[config.mk]
export PLATFORM = sky130hd
export DESIGN_NAME = mem_port_credit_buffer
export DESIGN_NICKNAME = d
export VERILOG_FILES = /design/src/rtl/mem_port_credit_buffer.sv
export SDC_FILE = /design/constraint.sdc
export NUM_CORES = 1
export LEC_CHECK = 0
export ABC_AREA = 1
export CORE_MARGIN = 4
export CORE_UTILIZATION = 26
export DETAILED_ROUTE_END_ITERATION = 6
export PLACE_DENSITY = 0.52
export RECOVER_POWER = 100
export SLEW_MARGIN = 20
export SYNTH_ARGS = -nofsm -noshare
export SYNTH_HDL_FRONTEND = slang
export SYNTH_SLANG_ARGS = --single-unit
[constraint.sdc]
create_clock -name clk_i -period 9.3 [get_ports clk_i]
set_input_delay 1.395 -clock clk_i [delete_from_list [all_inputs] [get_ports clk_i]]
set_output_delay 1.395 -clock clk_i [all_outputs]
set_load 0.02 [all_outputs]
[src/rtl/mem_port_credit_buffer.sv]
// Credit-gated request front-end for one memory island port. Requests are only
// issued when a response slot is reserved, so unstoppable island responses always fit.
module mem_port_credit_buffer #(
   parameter int AddrWidth      = 32,
   parameter int DataWidth      = 64,
   parameter int StrbWidth      = DataWidth / 8,
   parameter int NumOutstanding = 4,
   parameter int CntWidth       = $clog2(NumOutstanding + 1)
) (
   input  logic                 clk_i,
   input  logic                 rst_i,
   input  logic                 req_i,
   output logic                 gnt_o,
   input  logic [AddrWidth-1:0] addr_i,
   input  logic                 we_i,
   input  logic [DataWidth-1:0] wdata_i,
   input  logic [StrbWidth-1:0] strb_i,
   output logic                 rvalid_o,
   input  logic                 rready_i,
   output logic [DataWidth-1:0] rdata_o,
   output logic                 mem_req_o,
   input  logic                 mem_gnt_i,
   output logic [AddrWidth-1:0] mem_addr_o,
   output logic                 mem_we_o,
   output logic [DataWidth-1:0] mem_wdata_o,
   output logic [StrbWidth-1:0] mem_strb_o,
   input  logic                 mem_rvalid_i,
   input  logic [DataWidth-1:0] mem_rdata_i,
   output logic [CntWidth-1:0]  outstanding_o,
   output logic                 err_o
);

   localparam int PtrWidth = (NumOutstanding > 1) ? $clog2(NumOutstanding) : 1;
   localparam logic [CntWidth:0] MaxSlots = (CntWidth + 1)'(NumOutstanding);

   logic [CntWidth-1:0]  inflight_q, inflight_d;
   logic [CntWidth-1:0]  count_q, count_d;
   logic [PtrWidth-1:0]  wr_ptr_q, wr_ptr_d;
   logic [PtrWidth-1:0]  rd_ptr_q, rd_ptr_d;
   logic                 err_q, err_d;
   logic [DataWidth-1:0] fifo_q [NumOutstanding];
   logic [CntWidth:0]    used_s;
   logic                 credit_s, issue_s, capture_s, pop_s;

   function automatic logic [PtrWidth-1:0] next_ptr(input logic [PtrWidth-1:0] p);
      if (p == PtrWidth'(NumOutstanding - 1)) begin
         return '0;
      end else begin
         return p + PtrWidth'(1);
      end
   endfunction

   // Credit depends on registers only, keeping rready/rvalid out of the grant path.
   assign used_s    = {1'b0, inflight_q} + {1'b0, count_q};
   assign credit_s  = (used_s < MaxSlots);
   assign mem_req_o = req_i & credit_s & ~rst_i;
   assign gnt_o     = mem_gnt_i & mem_req_o;

   assign mem_addr_o  = addr_i;
   assign mem_we_o    = we_i;
   assign mem_wdata_o = wdata_i;
   assign mem_strb_o  = strb_i;

   assign issue_s   = gnt_o;
   assign capture_s = mem_rvalid_i & (inflight_q != '0);
   assign pop_s     = rvalid_o & rready_i;

   assign rvalid_o      = (count_q != '0);
   assign rdata_o       = fifo_q[rd_ptr_q];
   assign outstanding_o = used_s[CntWidth-1:0];
   assign err_o         = err_q;

   always_comb begin
      inflight_d = inflight_q;
      count_d    = count_q;
      wr_ptr_d   = wr_ptr_q;
      rd_ptr_d   = rd_ptr_q;
      err_d      = err_q | (mem_rvalid_i & (inflight_q == '0));
      case ({issue_s, capture_s})
         2'b10:   inflight_d = inflight_q + CntWidth'(1);
         2'b01:   inflight_d = inflight_q - CntWidth'(1);
         default: inflight_d = inflight_q;
      endcase
      case ({capture_s, pop_s})
         2'b10:   count_d = count_q + CntWidth'(1);
         2'b01:   count_d = count_q - CntWidth'(1);
         default: count_d = count_q;
      endcase
      if (capture_s) begin
         wr_ptr_d = next_ptr(wr_ptr_q);
      end else begin
         wr_ptr_d = wr_ptr_q;
      end
      if (pop_s) begin
         rd_ptr_d = next_ptr(rd_ptr_q);
      end else begin
         rd_ptr_d = rd_ptr_q;
      end
   end

   // Storage is cleared on reset so rdata_o reads zero afterwards.
   always_ff @(posedge clk_i) begin
      if (rst_i) begin
         inflight_q <= '0;
         count_q    <= '0;
         wr_ptr_q   <= '0;
         rd_ptr_q   <= '0;
         err_q      <= 1'b0;
         for (int i = 0; i < NumOutstanding; i++) begin
            fifo_q[i] <= '0;
         end
      end else begin
         inflight_q <= inflight_d;
         count_q    <= count_d;
         wr_ptr_q   <= wr_ptr_d;
         rd_ptr_q   <= rd_ptr_d;
         err_q      <= err_d;
         if (capture_s) begin
            fifo_q[wr_ptr_q] <= mem_rdata_i;
         end
      end
   end

   mem_port_credit_buffer_chk #(
      .NumOutstanding(NumOutstanding),
      .CntWidth      (CntWidth)
   ) u_chk (
      .clk_i    (clk_i),
      .rst_i    (rst_i),
      .count_i  (count_q),
      .used_i   (used_s),
      .capture_i(capture_s)
   );

endmodule

// Occupancy invariants of the credit buffer.
module mem_port_credit_buffer_chk #(
   parameter int NumOutstanding = 4,
   parameter int CntWidth       = 3
) (
   input  logic                clk_i,
   input  logic                rst_i,
   input  logic [CntWidth-1:0] count_i,
   input  logic [CntWidth:0]   used_i,
   input  logic                capture_i
);

   localparam logic [CntWidth:0] MaxSlots = (CntWidth + 1)'(NumOutstanding);

   a_count_bound: assert property (@(posedge clk_i) disable iff (rst_i)
      {1'b0, count_i} <= MaxSlots);
   a_used_bound: assert property (@(posedge clk_i) disable iff (rst_i)
      used_i <= MaxSlots);
   a_no_write_full: assert property (@(posedge clk_i) disable iff (rst_i)
      capture_i |-> ({1'b0, count_i} < MaxSlots));

endmodule

Word-level counts from Yosys, hierarchy flattened
Memory sizes are Yosys's and may differ from the RTL's. A register that Yosys moved wholly into a read port is not among the register bits.
Index checks and enable logic that the tools add are counted.
{"block": "word_totals", "n_memories": 1, "regBits": 11, "mem_bits_ro": 0, "in_bits": 175, "latchBits": 0, "ram_bits": 256, "out_inout_bits": 176}
{"block": "op_classes", "n_reduce_logical": 6, "bitwise": 8, "n_eq_ne": 6, "n_div": 0, "mul": 0, "addsub": 7, "n_mux": 14, "order_cmp": 1, "n_shift": 0}
{"name": "fifo_q", "words": 4, "width": 64, "rd": 1, "rd_ports_with_merged_regs": 1, "wr": 4, "line": "41", "rtl": "logic [DataWidth-1:0] fifo_q [NumOutstanding];"}
{"cell": "64-bit 2-to-1 mux", "count": 1}
{"cell": "64-bit OR reduction", "count": 1}
{"cell": "3-bit one-hot mux with 2 select lines", "count": 2}
{"cell": "2-bit 2-to-1 mux", "count": 5}
{"cell": "2-bit equality test (second input constant)", "count": 4}
{"cell": "3-bit by 1-bit adder with 3-bit output (second input constant)", "count": 2}
{"cell": "1-bit AND", "count": 6}
{"cell": "1-bit 2-to-1 mux", "count": 6}
{"cell": "3-bit nonzero test", "count": 2}
{"cell": "3-bit by 1-bit subtractor with 3-bit output (second input constant)", "count": 2}
{"cell": "2-bit by 1-bit adder with 2-bit output (second input constant)", "count": 2}
{"cell": "3-bit by 3-bit adder with 4-bit output", "count": 1}
{"cell": "2-bit by 1-bit equality test with 1-bit output (second input constant)", "count": 2}
{"cell": "4-bit by 3-bit less-than comparator with 1-bit output (second input constant)", "count": 1}
{"cell": "2-bit nonzero test", "count": 2}
{"cell": "3-bit zero test", "count": 1}
{"cell": "1-bit inverter", "count": 1}
{"cell": "1-bit bitwise OR", "count": 1}

Longest topological paths before layout
Gate-level depths: netlist of the first run.
{"block": "depth", "depth_word": 7, "ltp_mapped": 16, "mapped_depth_nobuf": 16}

Worst setup path before layout of the first run
Ideal clock, no wire load.
{"block": "synth_timing", "kind": "input -> register", "from": "in rst_i", "to": "mem fifo_q[2][0], enable pin", "path_slack_ns": 2.365, "required_time_ns": 8.726, "cell_stages": 4, "setup_ns": 0.574, "t_arrival_ns": 6.361, "path_buffers": 1, "path_cell_list": "inv_2 nand4_2 buf_4 o21ai_0"}
{"item": "start, declared", "line": "11", "rtl": "input logic rst_i,"}
{"item": "end, declared", "line": "41"}

==> results.json, run 1 <==
{
  "nets": 1376,
  "hold_violations": 0,
  "drt_iter0_drc": 547,
  "wirelength_microns": 38600,
  "setup_viol_count_final": 0,
  "cts.sinks": 269,
  "maxCapViolations": 8,
  "slew_violations": 459,
  "crit_path_start_kind": "input pin",
  "p_leak_nw": 5.39,
  "period_share": 0.717,
  "relSlewSlack": -2.11,
  "hold_end": "err_o",
  "ir_worst_vdd_uv": 173,
  "drtAntennaViolNets": 0,
  "r2r_start": "wr_ptr_q[1]",
  "vias_per_cell": 4.67,
  "cts_buffer_depth": 3,
  "ys_seq_area_frac": 0.597,
  "worst_pin_slew_ps": 4670,
  "post-cts-setup-buffers": 0,
  "track_usage": 0.136,
  "antenna_cells": 0,
  "fin_ws_ps": 2640,
  "grt_start_max_net_pins": 93,
  "crit_start": "rst_i",
  "yosysTopAreaCell": "edfxtp_1",
  "drt_first_pass_iters": 5,
  "clk_pin_slew_worst_paths_ps": 60,
  "area_growth_pct": 12.6,
  "hold_buffers": 0,
  "crit_top_cell": "clkbuf_1",
  "yosys_register_bits": 269,
  "die_width_microns": 234,
  "critPathSlowestCell": "clkbuf_1",
  "ys_top_cells_by_area": "edfxtp_1 (58%), nor3_2 (9.0%), buf_4 (6.0%)",
  "clkLatencyLatePin_ps": 560,
  "grt_first_pass_wirelength_microns": 56800,
  "violations": "capacitance limit, slew limit",
  "outcome": "finished with violations",
  "drive_gt1_frac": 0.0889,
  "grt_setup_unrepaired": "no",
  "hold_path.class": "register to register",
  "r2r_slack_ps": 3990,
  "initial_core_util": 0.264,
  "cts_max_level": 1,
  "dp.cells": 1830,
  "hold_start": "err_o",
  "drc": 0,
  "post_drt_wl_per_cell_microns": 20.5,
  "tritoncts": "yes",
  "fillCellCount": 5194,
  "r2r_cells": 4,
  "rows": 82,
  "instances_no_fill": 1887,
  "fin_skew_ps": 11.3,
  "cts_root_buf": "clkbuf_16",
  "syn_area_sq_um": 13300,
  "worst_ep_required_time_ps": 9360,
  "coreArea_sq_um": 50400,
  "syn_nets": 1382,
  "synth_top_area_share": 0.578,
  "post-place-ws_ps": 4610,
  "synth_cell_types": 28,
  "path_delay_family": "buffers and inverters",
  "yosysWarnings": 0,
  "r2r-end": "fifo_q[2][58]",
  "cp_max_fo": 64,
  "finalSetupTns_ps": 0,
  "gr-total-overflow": 0,
  "cts_inserted_buffers": 31,
  "synth.avg_cell_area_sq_um": 11.1,
  "ios": 351,
  "cp_slowest_stage_delay_ps": 3140,
  "dieArea_sq_um": 54900,
  "crit_path_end_kind": "register",
  "cp_num_buf_inv": 4,
  "num_vias": 8816,
  "critPathArrivalTime_ps": 6720,
  "port_buffers": 140,
  "cts-resized-gates": 0,
  "period_needed_ps": 6660,
  "gp_routability_congestion": 0.745,
  "hold_path_depth": 2,
  "grt_pass1_vias": 9016,
  "setup.worst_path.class": "input pin to register",
  "final_util": 0.297,
  "cp_cell_sequence": "dlygate4sd3_1 > inv_1 > nand4_1 > clkbuf_1 > o21ai_4 > clkbuf_1",
  "antenna_found_initial": 0,
  "synth_cells": 1197,
  "fmax_mhz": 150,
  "detailed_place_hpwl_microns": 20900,
  "p_per_area_nw_per_um2": 298,
  "die_y_microns": 234
}
## sequential cells by signal, indices dropped and copies added, names as in the netlist, named ones only
name	flops
fifo_q	256
count_q	3
inflight_q	3
rd_ptr_q	2
wr_ptr_q	2
err_o	1
## power breakdown
group | internal, W | switching (W)
Combinational | 0.000510 | 0.00110
Sequential | 0.00160 | 0.0000847
Clock | 0.000669 | 0.000491
## cell families (layout without fill, tap and decap cells)
| kind of cell | Yosys count | in the layout | share of synthesized area |
|---|---|---|---|
| AND/OR/NAND/NOR | 424 | 424 | 0.185 |
| buffers and inverters | 284 | 302 | 0.121 |
| flip-flops | 269 | 269 | 0.597 |
| AO/OA/AOI/OAI | 209 | 209 | 0.0848 |
| adder cells (fa/ha/maj) | 10 | 10 | 0.0111 |
| XOR/XNOR | 1 | 1 | 0.000658 |
## placed cells by master (no fill, tap or decap), types with 15 or more instances in the layout
cell type / synthesis / layout
o22ai_1: 64 / 64
clkdlybuf4s50_1: 0 / 68
dlygate4sd3_1: 0 / 72
clkbuf_1: 32 / 16
nor3_1: 72 / 147
nor3_2: 120 / 45
clkbuf_16: 0 / 31
nor2_1: 205 / 204
edfxtp_1: 256 / 256
o21ai_0: 139 / 138
inv_1: 86 / 85
nand2_1: 15 / 15
## how the worst max path moves through the flow
stage               endpoint  slack, ps  cells after the start
2_1_floorplan   fifo_q[2][0]       2360                      4
3_3_place_gp   fifo_q[3][41]       4600                      7
3_5_place_dp   fifo_q[3][39]       4610                      7
4_1_cts           rdata_o[4]       4230                      5
5_1_grt        fifo_q[1][58]       2180                      6
6_report       fifo_q[1][63]       2640                      6
## worst min-delay path, cell delays in order (launching register included)
cell     delay, ps
dfxtp_1        300
inv_1           50
a21oi_1         50
## stage by stage
stage / power (W) / hold slack (ps) / instance area, sq um
floorplan: 0.00276 / 482 / 13300
detailed placement: 0.00345 / 447 / 14500
global placement: 0.00345 / 452 / 14500
finish: 0.00446 / 452 / 15000
CTS: 0.00463 / 463 / 15400
global route: 0.00472 / 503 / 15000
## synthesized netlist by cell type
| cell type | instances |
|---|---|
| a21o_1 | 1 |
| a21oi_1 | 5 |
| buf_1 | 2 |
| buf_2 | 40 |
| buf_4 | 107 |
| buf_6 | 12 |
| clkbuf_1 | 32 |
| clkbuf_2 | 2 |
| dfxtp_1 | 13 |
| edfxtp_1 | 256 |
| fa_1 | 3 |
| ha_1 | 7 |
| inv_1 | 86 |
| inv_2 | 3 |
| nand2_1 | 15 |
| nand2_2 | 1 |
| nand3_1 | 6 |
| nand3_2 | 1 |
| nand3b_1 | 1 |
| nand4_1 | 1 |
| nand4_2 | 1 |
| nor2_1 | 205 |
| nor3_1 | 72 |
| nor3_2 | 120 |
| nor3b_1 | 1 |
| o21ai_0 | 139 |
| o22ai_1 | 64 |
| xnor2_1 | 1 |
## per-layer routing
metal,vias up,share of wire,GRT usage,wire length [microns]
met3,118,0.056,0.0260,2170
met2,262,0.47,0.223,18000
met4,0,0.038,0.0479,1480
met1,4349,0.44,0.181,17000
li1,4087,-,-,-
met5,-,0,0,0
## final cells by class
cell class	instances	area (sq um)	share of cell area
multi-input cells	644	3400	0.227
inverters	89	340	0.0227
clock buffers	40	810	0.0540
well taps	672	841	0.0561
repair buffers	156	1500	0.0998
flip-flops and latches	269	7960	0.531
clock inverters	17	144	0.00960
No activity file was read; power rests on OpenSTA's default activity.
==> run 2, diff against run 1 <==
clock period = 6.2 ns   (was 9.3 ns; I/O delays follow)
==> results.json, run 2 (synthesis results as in run 1) <==
{
  "outcome": "finished with violations",
  "violations": "capacitance limit, slew limit",
  "worst_pin_slew_ps": 4370,
  "ir_worst_vdd_uv": 234,
  "initial_core_util": 0.264,
  "p_total_w": 0.00677,
  "p_leak_nw": 5.41,
  "detailed_place_hpwl_microns": 21000,
  "die_width_microns": 234,
  "fin_skew_ps": 6.19,
  "worstSetupPathDepth": 5,
  "dp.cells": 1831,
  "num_vias": 8764,
  "layout_common_cells": "edfxtp_1 (256), nor2_1 (204), nor3_1 (161)",
  "r2r_slack_ps": 1260,
  "gr-total-overflow": 0,
  "top_regs": "fifo_q: 256 flops, count_q: 3 flops, inflight_q: 3 flops",
  "drt_iter0_drc": 661,
  "vias_per_cell": 4.64,
  "met3_length_microns": 2730,
  "grt_start_max_net_pins": 98,
  "cp_num_buf_inv": 3,
  "cp_cell_sequence": "dlygate4sd3_1 > inv_1 > nand4_1 > o21ai_4 > clkbuf_2",
  "antenna_cells": 0,
  "intPower_w": 0.00428,
  "cp_slowest_stage_delay_ps": 1560,
  "drive_gt1_frac": 0.0798,
  "instances_no_fill": 1887,
  "p_switching_w": 0.00249,
  "final_util": 0.298,
  "top_register": "fifo_q",
  "cts_root_buf": "clkbuf_16",
  "wirelength_microns": 37500,
  "die_y_microns": 234,
  "p_seq_frac": 0.375,
  "cts.sinks": 269,
  "critPathSlowestCell": "clkbuf_2",
  "slew_violations": 561,
  "power_frac_comb": 0.353,
  "clkPwrFrac": 0.272,
  "cts-resized-gates": 0,
  "track_usage": 0.131,
  "post_drt_wl_per_cell_microns": 19.9,
  "finalSetupTns_ps": 0,
  "dieArea_sq_um": 54900,
  "period_share": 0.820,
  "fmax_mhz": 197,
  "setup.worst_path.class": "input pin to register",
  "hold_path.class": "register to register",
  "setup_viol_count_final": 0,
  "route.met2.wl_microns": 16200,
  "hold_buffers": 0,
  "coreArea_sq_um": 50400,
  "worst_ep_required_time_ps": 6330,
  "cts_max_level": 1,
  "crit_path_end_kind": "register",
  "post-cts-setup-buffers": 0,
  "hold_violations": 0,
  "path_delay_family": "buffers and inverters",
  "final_common_cell": "edfxtp_1",
  "top_layer_used": "met4",
  "cts_inserted_buffers": 30,
  "rows": 82,
  "area_growth_pct": 12.7,
  "clk_pin_slew_worst_paths_ps": 60,
  "grt_setup_unrepaired": "no",
  "p_per_area_nw_per_um2": 451,
  "port_buffers": 140,
  "cp_max_fo": 64,
  "gp_routability_congestion": 0.723,
  "cts_buffer_depth": 3,
  "nets": 1376,
  "ios": 351,
  "crit_path_start_kind": "input pin",
  "period_needed_ps": 5090,
  "hold_path_depth": 2,
  "wl_met1_microns": 17000,
  "drtAntennaViolNets": 0,
  "grt_first_pass_wirelength_microns": 54900,
  "critPathArrivalTime_ps": 5220,
  "largest_reg_flops": 256,
  "antenna_found_initial": 0,
  "grt_pass1_vias": 8805,
  "clkLatencyLatePin_ps": 550,
  "sw_frac_of_total": 0.367,
  "tritoncts": "yes",
  "relSlewSlack": -1.91,
  "maxCapViolations": 10,
  "drc": 0,
  "drt_first_pass_iters": 5,
  "r2r_cells": 5
}
run 2: cell types whose count changed in the layout (fill, tap and decap cells not counted), sizes merged:
cell | previous run | this run
clkinv | 14 | 10
clkinvlp | 0 | 4
bufinv | 2 | 5
clkbuf | 47 | 45
clkdlybuf4s50 | 68 | 70
dlygate4sd3 | 72 | 70
inv | 90 | 88
buf | 9 | 10
run 2: path summary, 6_finish.rpt:
kind / start / endpoint
worst min-delay path: err_o / err_o
worst max-delay path: rst_i / fifo_q[0][33]
worst max register to register: wr_ptr_q[0] / fifo_q[0][33]
worst min register to register: err_o / err_o
run 2: area by class of cell:
class	count	area [sq um]
tap	672	841
timing repair buffer	157	1520
inverter	89	338
fill	5187	35400
clock buffer	38	802
sequential	269	7950
clock inverter	18	218
multi-input combinational	644	3330
run 2: through the flow:
| stage | instance area, sq um | worst slack, ps | hold slack, ps |
|---|---|---|---|
| finish | 15000 | 1110 | 449 |
| global route | 15000 | 828 | 478 |
| CTS | 15500 | 1800 | 460 |
| detailed placement | 14500 | 2270 | 443 |
| global placement | 14500 | 2240 | 450 |
| floorplan | 13300 | 1460 | 482 |
run 2: power groups by stage:
stage / Combinational, W / Clock, W / Sequential [W]
finish: 0.00239 / 0.00184 / 0.00254
global route: 0.00261 / 0.00196 / 0.00258
CTS: 0.00260 / 0.00188 / 0.00254
detailed placement: 0.00259 / 0 / 0.00257
global placement: 0.00257 / 0 / 0.00256
floorplan: 0.00162 / 0 / 0.00251
run 2: tightest hold or removal path: cells and delay by family (launching register included):
| family | cells | cell delay [ps] |
|---|---|---|
| AOI/OAI and AO/OA | 1 | 50 |
| DFF | 1 | 300 |
| buffers and inverters | 1 | 40 |
run 2: routing by layer:
layer | track usage | up-vias
li1 | - | 4093
met1 | 0.182 | 4268
met2 | 0.195 | 278
met3 | 0.0305 | 125
met4 | 0.0600 | 0
met5 | 0 | -
==> run 3, diff against run 2 <==
clock period = 4.9 ns   (was 6.2 ns; I/O delays follow)
==> results.json, run 3 (synthesis results as in run 1) <==
{
  "drc": 0,
  "p_switching_w": 0.00316,
  "p_total_w": 0.00841,
  "gr-total-overflow": 0,
  "p_seq_frac": 0.379,
  "drt_iter0_drc": 594,
  "gp_routability_congestion": 0.722,
  "final_util": 0.296,
  "cts.sinks": 269,
  "sw_frac_of_total": 0.376,
  "port_buffers": 140,
  "num_vias": 8811,
  "critPathArrivalTime_ps": 4480,
  "violations": "capacitance limit, slew limit",
  "coreArea_sq_um": 50400,
  "wl_met1_microns": 17300,
  "drt_first_pass_iters": 5,
  "grt_pass1_vias": 9290,
  "p_per_area_nw_per_um2": 563,
  "period_needed_ps": 4310,
  "drive_gt1_frac": 0.0807,
  "vias_per_cell": 4.67,
  "antenna_found_initial": 1,
  "clkLatencyLatePin_ps": 550,
  "hold_end": "err_o",
  "cts_max_level": 1,
  "cp_max_fo": 64,
  "area_growth_pct": 12.2,
  "largest_reg_flops": 256,
  "initial_core_util": 0.264,
  "maxCapViolations": 8,
  "crit_path_end_kind": "register",
  "clk_pin_slew_worst_paths_ps": 60,
  "hold_path_depth": 2,
  "setup_viol_count_final": 0,
  "p_leak_nw": 5.39,
  "slew_violations": 265,
  "drtAntennaViolNets": 0,
  "hold_path.class": "register to register",
  "cts_buffer_depth": 3,
  "finalSetupTns_ps": 0,
  "hold_buffers": 0,
  "route.met2.wl_microns": 17100,
  "top_regs": "fifo_q: 256 flops, count_q: 3 flops, inflight_q: 3 flops",
  "r2r_slack_ps": 990,
  "met3_length_microns": 2440,
  "die_y_microns": 234,
  "fin_skew_ps": 11.0,
  "clkPwrFrac": 0.258,
  "fmax_mhz": 232,
  "grt_first_pass_wirelength_microns": 57600,
  "cts_root_buf": "clkbuf_16",
  "r2r_start": "wr_ptr_q[1]",
  "relSlewSlack": -0.657,
  "die_width_microns": 234,
  "r2r_cells": 3,
  "hold_start": "err_o",
  "cts-resized-gates": 0,
  "tritoncts": "yes",
  "ios": 351,
  "top_register": "fifo_q",
  "grt_start_max_net_pins": 96,
  "outcome": "finished with violations",
  "layout_common_cells": "edfxtp_1 (256), nor2_1 (204), nor3_1 (162)",
  "intPower_w": 0.00524,
  "worst_ep_required_time_ps": 5060,
  "nets": 1377,
  "setup.worst_path.class": "input pin to register",
  "post-cts-setup-buffers": 0,
  "power_frac_comb": 0.362,
  "cts_inserted_buffers": 30,
  "hold_violations": 0,
  "final_common_cell": "edfxtp_1",
  "ir_worst_vdd_uv": 275,
  "grt_setup_unrepaired": "no",
  "track_usage": 0.136,
  "wirelength_microns": 38500,
  "rows": 82,
  "top_layer_used": "met4",
  "r2r-end": "fifo_q[2][46]",
  "post_drt_wl_per_cell_microns": 20.4,
  "dieArea_sq_um": 54900,
  "period_share": 0.880,
  "worst_pin_slew_ps": 2490,
  "detailed_place_hpwl_microns": 21700,
  "crit_path_start_kind": "input pin"
}
run 3: cell types whose count changed in the layout (fill, tap and decap cells not counted), sizes merged:
cell	previous run	this run
bufinv	5	2
diode	0	1
clkinv	10	14
clkdlybuf4s50	70	71
buf	10	9
inv	88	89
clkbuf	45	46
dlygate4sd3	70	69
clkinvlp	4	2
run 3: routing by layer:
metal,up-vias,GRT usage
met3,121,0.0248
met1,4331,0.188
li1,4089,-
met4,0,0.0585
met5,-,0
met2,270,0.210
run 3: worst max path at each step:
| stage | start | to | depth (start not counted) |
|---|---|---|---|
| 6_report | rst_i | fifo_q[3][25] | 7 |
| 5_1_grt | rst_i | fifo_q[3][56] | 7 |
| 4_1_cts | register | rdata_o[18] | 4 |
| 3_5_place_dp | register | rdata_o[18] | 4 |
| 3_3_place_gp | register | rdata_o[40] | 4 |
| 2_1_floorplan | rst_i | fifo_q[2][0] | 4 |
run 3: final cells by class:
type,count,area [sq um]
diodes,1,2.50
clock buffers,37,798
clock inverters,18,148
fillers,5270,35400
inverters,89,340
multi-input cells,644,3310
flip-flops and latches,269,7950
well taps,672,841
repair buffers,158,1530
run 3: critical path, stage by stage:
cell and delay [ps]:
dlygate4sd3_1 570, inv_1 280, nand4_1 220, clkbuf_1 1290
nand2_1 260, nor2_4 150, clkbuf_4 930
run 3: power by group through the flow:
stage	Clock, W	Sequential [W]	Combinational (W)
6_report	0.00217	0.00319	0.00304
2_1_floorplan	0	0.00318	0.00205
5_1_grt	0.00233	0.00324	0.00334
4_1_cts	0.00223	0.00319	0.00336
3_3_place_gp	0	0.00323	0.00333
3_5_place_dp	0	0.00324	0.00334
run 3: metrics by stage:
stage          worst slack (ps)  cell area, sq um  cells  hold WS (ps)
4_1_cts                     807             15500   1887           461
5_1_grt                     351             14900   1887           475
6_report                    588             14900   1888           457
3_3_place_gp               1430             14500   1832           453
3_5_place_dp               1410             14500   1832           448
2_1_floorplan               359             13300   1197           482
